**src/rtl/axis_packet_arbiter.sv**
```systemverilog
// Packet-atomic round-robin merge of NUM_INPUTS AXI-Stream queues onto one registered output.
// Define FULLNESS_PRIORITY_EN to restrict arbitration to half-full queues whenever any are valid.
module axis_packet_arbiter #(
    parameter int unsigned NUM_INPUTS = 4,
    parameter int unsigned DATA_WIDTH = 32,
    parameter int unsigned DEST_WIDTH = 4,
    localparam int unsigned IdxW = $clog2(NUM_INPUTS)
) (
    input  logic                             clk,
    input  logic                             rst_n,
    input  logic [NUM_INPUTS*DATA_WIDTH-1:0] in_tdata,
    input  logic [NUM_INPUTS*DEST_WIDTH-1:0] in_tdest,
    input  logic [NUM_INPUTS-1:0]            in_tlast,
    input  logic [NUM_INPUTS-1:0]            in_tvalid,
    output logic [NUM_INPUTS-1:0]            in_tready,
    input  logic [NUM_INPUTS-1:0]            in_half_full,
    output logic [DATA_WIDTH-1:0]            out_tdata,
    output logic [DEST_WIDTH-1:0]            out_tdest,
    output logic                             out_tlast,
    output logic                             out_tvalid,
    input  logic                             out_tready,
    output logic [IdxW-1:0]                  grant_idx,
    output logic                             busy
);

    typedef enum logic {StIdle, StLocked} state_e;

    state_e                  state_q, state_d;
    logic [IdxW-1:0]         grant_q, grant_d;
    logic [IdxW-1:0]         last_q, last_d;
    logic [DATA_WIDTH-1:0]   tdata_q, tdata_d;
    logic [DEST_WIDTH-1:0]   tdest_q, tdest_d;
    logic                    tlast_q, tlast_d;
    logic                    tvalid_q, tvalid_d;

    logic [NUM_INPUTS-1:0]   req;
    logic [IdxW-1:0]         pick;
    logic                    pick_found;
    logic [DATA_WIDTH-1:0]   sel_data;
    logic [DEST_WIDTH-1:0]   sel_dest;
    logic                    sel_last;
    logic                    sel_valid;
    logic                    adv;
    logic                    accept;

`ifdef FULLNESS_PRIORITY_EN
    logic [NUM_INPUTS-1:0] urgent;
    assign urgent = in_tvalid & in_half_full;
    assign req    = (|urgent) ? urgent : in_tvalid;
`else
    logic unused_half_full;
    assign unused_half_full = ^in_half_full;
    assign req              = in_tvalid;
`endif

    // First requester in circular order starting just after the last grant.
    always_comb begin
        int unsigned cand;
        logic [IdxW-1:0] cand_idx;
        cand       = 0;
        cand_idx   = '0;
        pick       = '0;
        pick_found = 1'b0;
        for (int unsigned k = 1; k <= NUM_INPUTS; k++) begin
            cand     = (32'(last_q) + k) % NUM_INPUTS;
            cand_idx = IdxW'(cand);
            if (!pick_found && req[cand_idx]) begin
                pick       = cand_idx;
                pick_found = 1'b1;
            end
        end
    end

    always_comb begin
        sel_data  = '0;
        sel_dest  = '0;
        sel_last  = 1'b0;
        sel_valid = 1'b0;
        for (int unsigned i = 0; i < NUM_INPUTS; i++) begin
            if (grant_q == IdxW'(i)) begin
                sel_data  = in_tdata[i*DATA_WIDTH +: DATA_WIDTH];
                sel_dest  = in_tdest[i*DEST_WIDTH +: DEST_WIDTH];
                sel_last  = in_tlast[i];
                sel_valid = in_tvalid[i];
            end
        end
    end

    assign adv    = !tvalid_q || out_tready;
    assign accept = (state_q == StLocked) && sel_valid && adv;

    always_comb begin
        in_tready = '0;
        if (state_q == StLocked) begin
            in_tready[grant_q] = adv;
        end
    end

    always_comb begin
        state_d  = state_q;
        grant_d  = grant_q;
        last_d   = last_q;
        tdata_d  = tdata_q;
        tdest_d  = tdest_q;
        tlast_d  = tlast_q;
        tvalid_d = tvalid_q;
        if (tvalid_q && out_tready) begin
            tvalid_d = 1'b0;
        end
        case (state_q)
            StIdle: begin
                if (pick_found) begin
                    grant_d = pick;
                    last_d  = pick;
                    state_d = StLocked;
                end
            end
            StLocked: begin
                // Grant is held through bubbles until the TLAST beat is taken.
                if (accept) begin
                    tvalid_d = 1'b1;
                    tdata_d  = sel_data;
                    tdest_d  = sel_dest;
                    tlast_d  = sel_last;
                    if (sel_last) begin
                        state_d = StIdle;
                    end
                end
            end
            default: state_d = StIdle;
        endcase
    end

    always_ff @(posedge clk or negedge rst_n) begin
        if (!rst_n) begin
            state_q  <= StIdle;
            grant_q  <= '0;
            last_q   <= IdxW'(NUM_INPUTS - 1);
            tdata_q  <= '0;
            tdest_q  <= '0;
            tlast_q  <= 1'b0;
            tvalid_q <= 1'b0;
        end else begin
            state_q  <= state_d;
            grant_q  <= grant_d;
            last_q   <= last_d;
            tdata_q  <= tdata_d;
            tdest_q  <= tdest_d;
            tlast_q  <= tlast_d;
            tvalid_q <= tvalid_d;
        end
    end

    assign out_tdata  = tdata_q;
    assign out_tdest  = tdest_q;
    assign out_tlast  = tlast_q;
    assign out_tvalid = tvalid_q;
    assign grant_idx  = grant_q;
    assign busy       = (state_q == StLocked);

endmodule
```
**config.mk**
```make
export PLATFORM = sky130hd
export DESIGN_NAME = axis_packet_arbiter
export DESIGN_NICKNAME = d
export VERILOG_FILES = /design/src/rtl/axis_packet_arbiter.sv
export SDC_FILE = /design/constraint.sdc
export NUM_CORES = 1
export LEC_CHECK = 0
export ABC_AREA = 0
export CAP_MARGIN = 25
export CORE_MARGIN = 10
export CORE_UTILIZATION = 40
export CTS_CLUSTER_SIZE = 24
export DETAILED_ROUTE_END_ITERATION = 10
export DONT_BUFFER_PORTS = 1
export MAX_ROUTING_LAYER = met4
export SKIP_LAST_GASP = 1
export SYNTH_ARGS = -nofsm -noshare
export SYNTH_HDL_FRONTEND = slang
export SYNTH_SLANG_ARGS = --single-unit
export TNS_END_PERCENT = 5
```
**constraint.sdc**
```tcl
create_clock -name clk -period 5.05 [get_ports clk]
set_input_delay 1.01 -clock clk [delete_from_list [all_inputs] [get_ports clk]]
set_output_delay 1.01 -clock clk [all_outputs]
set_load 0.005 [all_outputs]
```
* After elaboration in Yosys (flattened, before gate mapping)
Cells that the tools add are included.
** Storage, ports and cells
- Flip-flop bits (word level) :: 43
- Input port bits :: 159
- Output and inout port bits :: 45
- Logic and storage cells :: 79
** Cells by class
- Add/sub/neg operators :: 4
- Order comparisons :: 6
- Equal/unequal tests :: 3
- Mux-type cells :: 42
- Bitwise logic cells :: 2
- Reductions and logical operators :: 15
** Operator list (number)
- 2-to-1 mux 32 bit :: 4
- 2-to-1 mux 1 bit :: 23
- 2-to-1 mux 4 bit :: 5
- less-than comparator 2 x 3 -> 1 bit (second input constant) :: 5
- binary-select mux 1 bit (select 2 bit) :: 4
- 2-to-1 mux 2 bit :: 4
- logical AND 1 bit :: 7
- adder 2 x 1 -> 2 bit (second input constant) :: 2
- adder 2 bit (second input constant) :: 2
- AND 4 bit :: 1
- == test 2 bit (second input constant) :: 2
- logical NOT 1 bit :: 4
- AND reduction 2 bit :: 2
- demux 1 bit (select 2 bit) :: 1
- == test 2 x 1 -> 1 bit (second input constant) :: 1
- >= comparator 2 x 1 -> 1 bit (second input constant) :: 1
- logical NOT 2 bit :: 1
- one-hot mux 1 bit (2 select lines) :: 1
- logical OR 1 bit :: 1
- inverter 1 bit :: 1

* Logic depth before layout (Yosys ltp)
Gate-level depths: netlist (run 1).
- Word-level depth :: 15
- Mapped depth :: 6
- Mapped depth without buffers :: 4

* Worst setup path after synthesis (run 1)
Ideal clock, no wire load.
- Path kind :: input port to output port
- From :: in out_tready
- To :: out in_tready[0]
- Arrival :: 1407 ps
- Data required time :: 4040 ps
- Setup slack :: 2633 ps
- Cell stages on the path :: 3
- Buffers on the path :: 0
- Cell sequence :: nand2b_1 -> nand2_1 -> nor3_1
** On the way
- Longest elaborated chain between the ends :: 3
** Ends and longest elaborated chain
- start, declared :: RTL line 21 : input logic out_tready,
- logical OR 1 bit :: RTL line 89 : assign adv = !tvalid_q || out_tready;
- AND 4 bit (no line)
- 2-to-1 mux 4 bit :: RTL line 94 : if (state_q == StLocked) begin
- end, declared :: RTL line 15 : output logic [NUM_INPUTS-1:0] in_tready,
No other way between the ends.

* Worst setup path after layout (run 1)
- From :: reg grant_q[0], in the netlist grant_idx[0]
- To :: out in_tready[1]
** On the way
- Longest elaborated chain between the ends :: 6
- Elaborated cells on any way between the ends :: 7
- Classes of those cells :: order compare: 2; mux: 3; bitwise: 1; reduce/logical: 1
** Ends and longest elaborated chain
- start, declared :: RTL line 29 : logic [IdxW-1:0] grant_q, grant_d;
- start signal, assigned :: RTL line 145 : grant_q <= grant_d;
- less-than comparator 2 x 3 -> 1 bit (implied by the code) / >= comparator 2 x 1 -> 1 bit (equally long branches) :: RTL line 95 : in_tready[grant_q] = adv;
- logical AND 1 bit (implied by the code) :: RTL line 95
- 2-to-1 mux 1 bit (implied by the code) :: RTL line 95
- demux 1 bit (select 2 bit) (*) :: RTL line 95
- AND 4 bit (no line) (*)
- 2-to-1 mux 4 bit (*) :: RTL line 94
Mark *: on every way between the ends. The rest lies on a longest branch, timed or not.

==> impl_metrics.yaml, run 1 <==
status:
  outcome: "completed"
sta:
  finalMaxSlewViolations: 0
  max_slew_margin_pct: 37.12
  whs_ns: 0.4041
  setup_viol: 0
  rsz0062_at_grt: "no"
  tns_ns: 0
  fin_crit_ns: 3.062
  max_freq_mhz: 326.6
  hold_viol: 0
  period_share_pct: 60.63
  finClkSkew_ns: 0.006670
  worstMarginPinSlew_ns: 0.9432
cts:
  path_clk_slew_ns: 0.08
  cts_resized: 0
  cts_buffer_depth: 2
  cts_tree: "done"
  clock_latency_ns: 0.29
  clkSinkCount: 43
  htree_levels: 2
  cts_buffers: 5
  postCtsSetupBuffers: 0
  ctsHoldBuffers: 0
  cts-root-buf: "clkbuf_8"
logic_synthesis:
  syn_area_per_cell_sq_um: 15.26
  ys_ff_latch: 43
  ys_top_cells_by_count: "41 x dfrtp_1, 38 x mux4_2, 19 x mux2_1"
  synth_area_leaders: "dfrtp_1 38%, mux4_2 32%, mux2_1 8.0%"
  yosysWarnings: 0
  seq_area_frac_synth_pct: 40.37
  synth_enable_flop_cells: 0
  postSynth.asyncResetShare_pct: 100.0
  netlist.area_leader.share_pct: 38.41
  yosysUniqueCellTypes: 28
  synthesis.nets: 334
  yosysTopAreaCell: "dfrtp_1"
  ys.flop_type: "dfrtp_1"
  yosysMostFrequentCell: "dfrtp_1"
  synth.cell_area_sq_um: 2671
  netlist_instances: 175
detailed_routing:
  vias: 1688
  drt_pass1_iterations: 4
  wl_per_cell_microns: 33.43
  vias_per_cell: 6.779
  drtIter0Drc: 49
  drc: 0
  ant_nets: 0
  drt_wl_total_microns: 8325
critical_path:
  cp_slowest_cell: "dfrtp_2"
  cp_max_fo: 24
  crit_chain: "buf_4 -> inv_1 -> nor3_1"
  critical-path-max-stage-delay_ns: 0.76
  cp.arrival_ns: 2.05
  reg2reg_from: "grant_idx[1]"
  cp-end-kind: "primary output"
  startpoint_type: "flip-flop"
  rrSetupSlack_ns: 2.37
  path_class: "reg -> out"
  r2r_cells: 4
  rr_endpoint: "out_tdata[6]"
  critPathRequiredTime_ns: 4.04
die:
  die_h_microns: 101.7
  floorplan.initialDensity_pct: 41.59
  die_w_microns: 101.7
  dieArea_sq_um: 10350
  io_pins: 204
  core_region_area_sq_um: 6422
  rows: 29
place:
  dp_cells: 239
  hpwl_microns: 6858
  gp_congestion: 0.7292
  port_buffers: 0
global_route:
  antenna_found_initial: 1
  grt_max_degree: 44
  grt_usage_pct: 15.72
  grt_pass1_vias: 2015
  grt-ovfl-total: 0
  grt_first_pass_wirelength_microns: 11940
cells_and_area:
  nFillCells: 574
  final_layout_size_suffix_gt1_share_pct: 40.94
  area_growth_pct: 4.684
  final_nets: 329
  final-instance-count-excl-fill: 249
  multi_input_area_sq_um: 1493
  final-seq-area_sq_um: 1081
worst_hold_path:
  hold_class: "in -> async"
power:
  p_total_uw: 1803
  power.density_nw_per_um2: 644.8
  p_leak_uw: 0.001065
  vdd_ir_drop_max_mv: 0.2431
run:
  drv_cap: 0
[cell families after synthesis]
family,count (synthesis),share of synthesized area [%]
AOI/OAI and AO/OA,9,2.061
and+or+nand+nor,33,6.604
DFF,43,40.37
buffers and inverters,16,3.747
muxes,74,47.21
[power breakdown]
| part | switching, uW | internal (uW) |
|---|---|---|
| sequential | 262 | 537 |
| combinational | 278 | 519 |
| clock | 111 | 97.2 |
[metal layers]
| layer | up-vias | routed length [microns] | global-route usage [%] |
|---|---|---|---|
| met1 | 867 | 2593 | 14.55 |
| met5 | - | 0 | - |
| li1 | 681 | - | - |
| met4 | 0 | 49 | 3.960 |
| met3 | 5 | 1273 | 8.850 |
| met2 | 135 | 4408 | 27.44 |
[worst max-delay path: cells and delay by family (launching register included)]
family,cells,cell delay (ns)
buf+inv,2,0.64
flops,1,0.76
simple gates,1,0.34
[sequential cells by signal, summed over array words and instances, names as in the netlist]
register and flops:
busy 1, grant_idx 2, last_q 2, out_tdata 32, out_tdest 4, out_tlast 1
out_tvalid 1
[metrics by stage]
step / cell area [sq um] / worst slack, ns / utilization (%)
floorplan: 2671 / 2.633 / -
global placement: 2685 / 2.229 / 41.81
detailed placement: 2685 / 2.027 / 41.81
CTS: 2766 / 1.947 / 43.07
global route: 2796 / 1.769 / 43.54
finish: 2796 / 1.988 / 43.54
[worst max path at each step]
stage | start | end | slack (ns) | cells after the start
2_1_floorplan | out_tready | in_tready[0] | 2.63 | 3
3_3_place_gp | grant_idx[1] | out_tdata[13] | 2.23 | 3
3_5_place_dp | grant_idx[1] | out_tdata[5] | 2.03 | 3
4_1_cts | grant_idx[0] | in_tready[1] | 1.95 | 3
5_1_grt | grant_idx[0] | in_tready[1] | 1.77 | 3
6_report | grant_idx[0] | in_tready[1] | 1.99 | 3
[cell usage in the layout (no fill, tap or decap), types with 5 or more instances in the layout]
cell / count
a21oi_1: 5
mux4_2: 38
mux2_2: 17
clkbuf_8: 5
nor2_1: 6
nand2_1: 9
mux2_1: 19
dfrtp_1: 39
[area by class of cell]
type	instances	share of cell area (%)
Antenna cell	1	0.08949
Clock buffer	7	2.729
Clock inverter	1	0.1790
Inverter	2	0.2685
Multi-Input combinational cell	116	53.38
Sequential cell	43	38.66
Tap cell	77	3.445
Timing Repair Buffer	2	1.253
No activity file was read; power rests on OpenSTA's default activity.
==> run 2, diff against run 1 <==
clock period = 2.5 ns   (was 5.05 ns; I/O delays follow)
==> run 2 against run 1 <==
- die area did not move
- sequential power increased by 79%
- count of clock-buffer cells in the layout is 1 lower
- first-iteration DRC count grew 45%
- total power is 100% higher
- worst hold slack worse by 0.35 ns
- sequential share of layout area shrank 0.16 points
- core utilization up 0.18 points
- critical path type unchanged
- critical endpoint is now in_tready[2]
- largest power group is now combinational cells
==> impl_metrics.yaml, run 2 (synthesized netlist as in run 1, its figures left out) <==
status:
  outcome: "completed"
sta:
  finalMaxSlewViolations: 0
  max_freq_mhz: 510.1
  max_slew_margin_pct: 64.71
  worstMarginPinSlew_ns: 0.5293
  hold_viol: 0
  finClkSkew_ns: 0.003341
  fin_crit_ns: 1.961
  tns_ns: 0
  period_share_pct: 78.42
  rsz0062_at_grt: "no"
  setup_viol: 0
place:
  gp_congestion: 0.7322
  port_buffers: 0
  hpwl_microns: 6783
global_route:
  grt_first_pass_wirelength_microns: 11910
  antenna_found_initial: 0
  grt_usage_pct: 15.55
  grt_pass1_vias: 2020
  grt_max_degree: 43
  grt-ovfl-total: 0
detailed_routing:
  drtIter0Drc: 71
  wl_per_cell_microns: 32.62
  ant_nets: 0
  drt_wl_total_microns: 8155
  drc: 0
  drt_pass1_iterations: 4
  vias_per_cell: 6.620
  vias: 1655
critical_path:
  reg2reg_from: "grant_idx[1]"
  cp.arrival_ns: 1.46
  cp_max_fo: 42
  cp-end-kind: "primary output"
  r2r_cells: 4
  rrSetupSlack_ns: 0.72
  critPathRequiredTime_ns: 2.00
  rr_endpoint: "out_tdest[2]"
  startpoint_type: "flip-flop"
  path_class: "reg -> out"
power:
  switching_share_pct: 36.13
  internal_power_uw: 2310
  vdd_ir_drop_max_mv: 0.5511
  p_switching_uw: 1306
  clkPwrFrac_pct: 11.1
  seqPwrFrac_pct: 39.5
  power_frac_comb_pct: 49.3
  p_leak_uw: 0.001074
  power.density_nw_per_um2: 1288
die:
  die_h_microns: 101.7
  rows: 29
  io_pins: 204
  dieArea_sq_um: 10350
  floorplan.initialDensity_pct: 41.59
  die_w_microns: 101.7
  core_region_area_sq_um: 6422
cts:
  cts-root-buf: "clkbuf_8"
  clock_latency_ns: 0.28
  clkSinkCount: 43
  cts_tree: "done"
  path_clk_slew_ns: 0.08
  cts_resized: 0
  cts_buffer_depth: 2
  cts_buffers: 5
  htree_levels: 2
cells_and_area:
  final_layout_size_suffix_gt1_share_pct: 42.20
  diodes: 0
  layout_commonest_cell: "dfrtp_1"
  mostFrequentLayoutCells: "39 x dfrtp_1, 38 x mux4_2, 19 x mux2_1, 17 x mux2_2, 9 x nand2_1"
  final_core_util_pct: 43.72
  largest_reg_flops: 32
  final_nets: 333
  area_growth_pct: 5.105
worst_hold_path:
  hold_class: "in -> async"
run:
  drv_cap: 0
-- run 2: cell types whose count changed in the layout (fill, tap and decap cells not counted), sizes merged --
| cell | before | now |
|---|---|---|
| buf | 2 | 6 |
| clkinv | 1 | 0 |
| diode | 1 | 0 |
| clkbuf | 7 | 6 |
-- run 2: timing repair --
item,CTS,global route
buffers inserted,0,0
hold endpoints to repair,41,0
hold buffers,1,0
-- run 2: worst max-delay path by stage --
stage | from | endpoint | slack [ns] | cells past startpoint
floorplan | grant_idx[0] | out_tdata[17] | 0.64 | 4
global route | grant_idx[1] | in_tready[3] | 0.37 | 3
finish | grant_idx[1] | in_tready[2] | 0.54 | 3
CTS | grant_idx[1] | in_tready[2] | 0.50 | 3
global placement | in_tvalid[3] | out_tdest[1] | 0.65 | 4
detailed placement | in_tvalid[3] | out_tdest[1] | 0.61 | 4
-- run 2: critical path, stage by stage (launching register included) --
cell and delay (ns):
dfrtp_2 0.38, buf_4 0.46, nand3_1 0.16, nor2_1 0.17
-- run 2: final cells by class --
class                           count  area (sq um)
Tap cell                           77         96.34
Inverter                            2         7.507
Multi-Input combinational cell    116          1493
Clock buffer                        6         72.57
Fill cell                         585          3615
Sequential cell                    43          1081
Timing Repair Buffer                6         57.56
-- run 2: through the flow --
stage          power (uW)  setup WS, ns  hold slack [ns]  std cells  area, sq um
2_1_floorplan        2943        0.6354           0.2044        175         2671
4_1_cts              3692        0.4956          0.03744        250         2808
6_report             3616        0.5395          0.05017        250         2808
3_3_place_gp         3136        0.6495           0.2059        243         2715
5_1_grt              3920        0.3724          0.02357        250         2808
3_5_place_dp         3261        0.6127           0.2059        243         2715
-- run 2: power by group through the flow --
stage,registers (uW),logic (uW),clock network (uW)
finish,1430,1780,402
global route,1490,1970,455
CTS,1440,1820,423
detailed placement,1460,1810,0
global placement,1440,1700,0
floorplan,1310,1630,0
-- run 2: layer usage --
metal  global-route usage, %  wire [microns]  vias to the layer above
met1                   15.08            2616                      825
met2                   26.99            4288                      139
met4                   3.300              34                        0
met5                       -               0                        -
met3                   8.237            1216                        2
li1                        -               -                      689
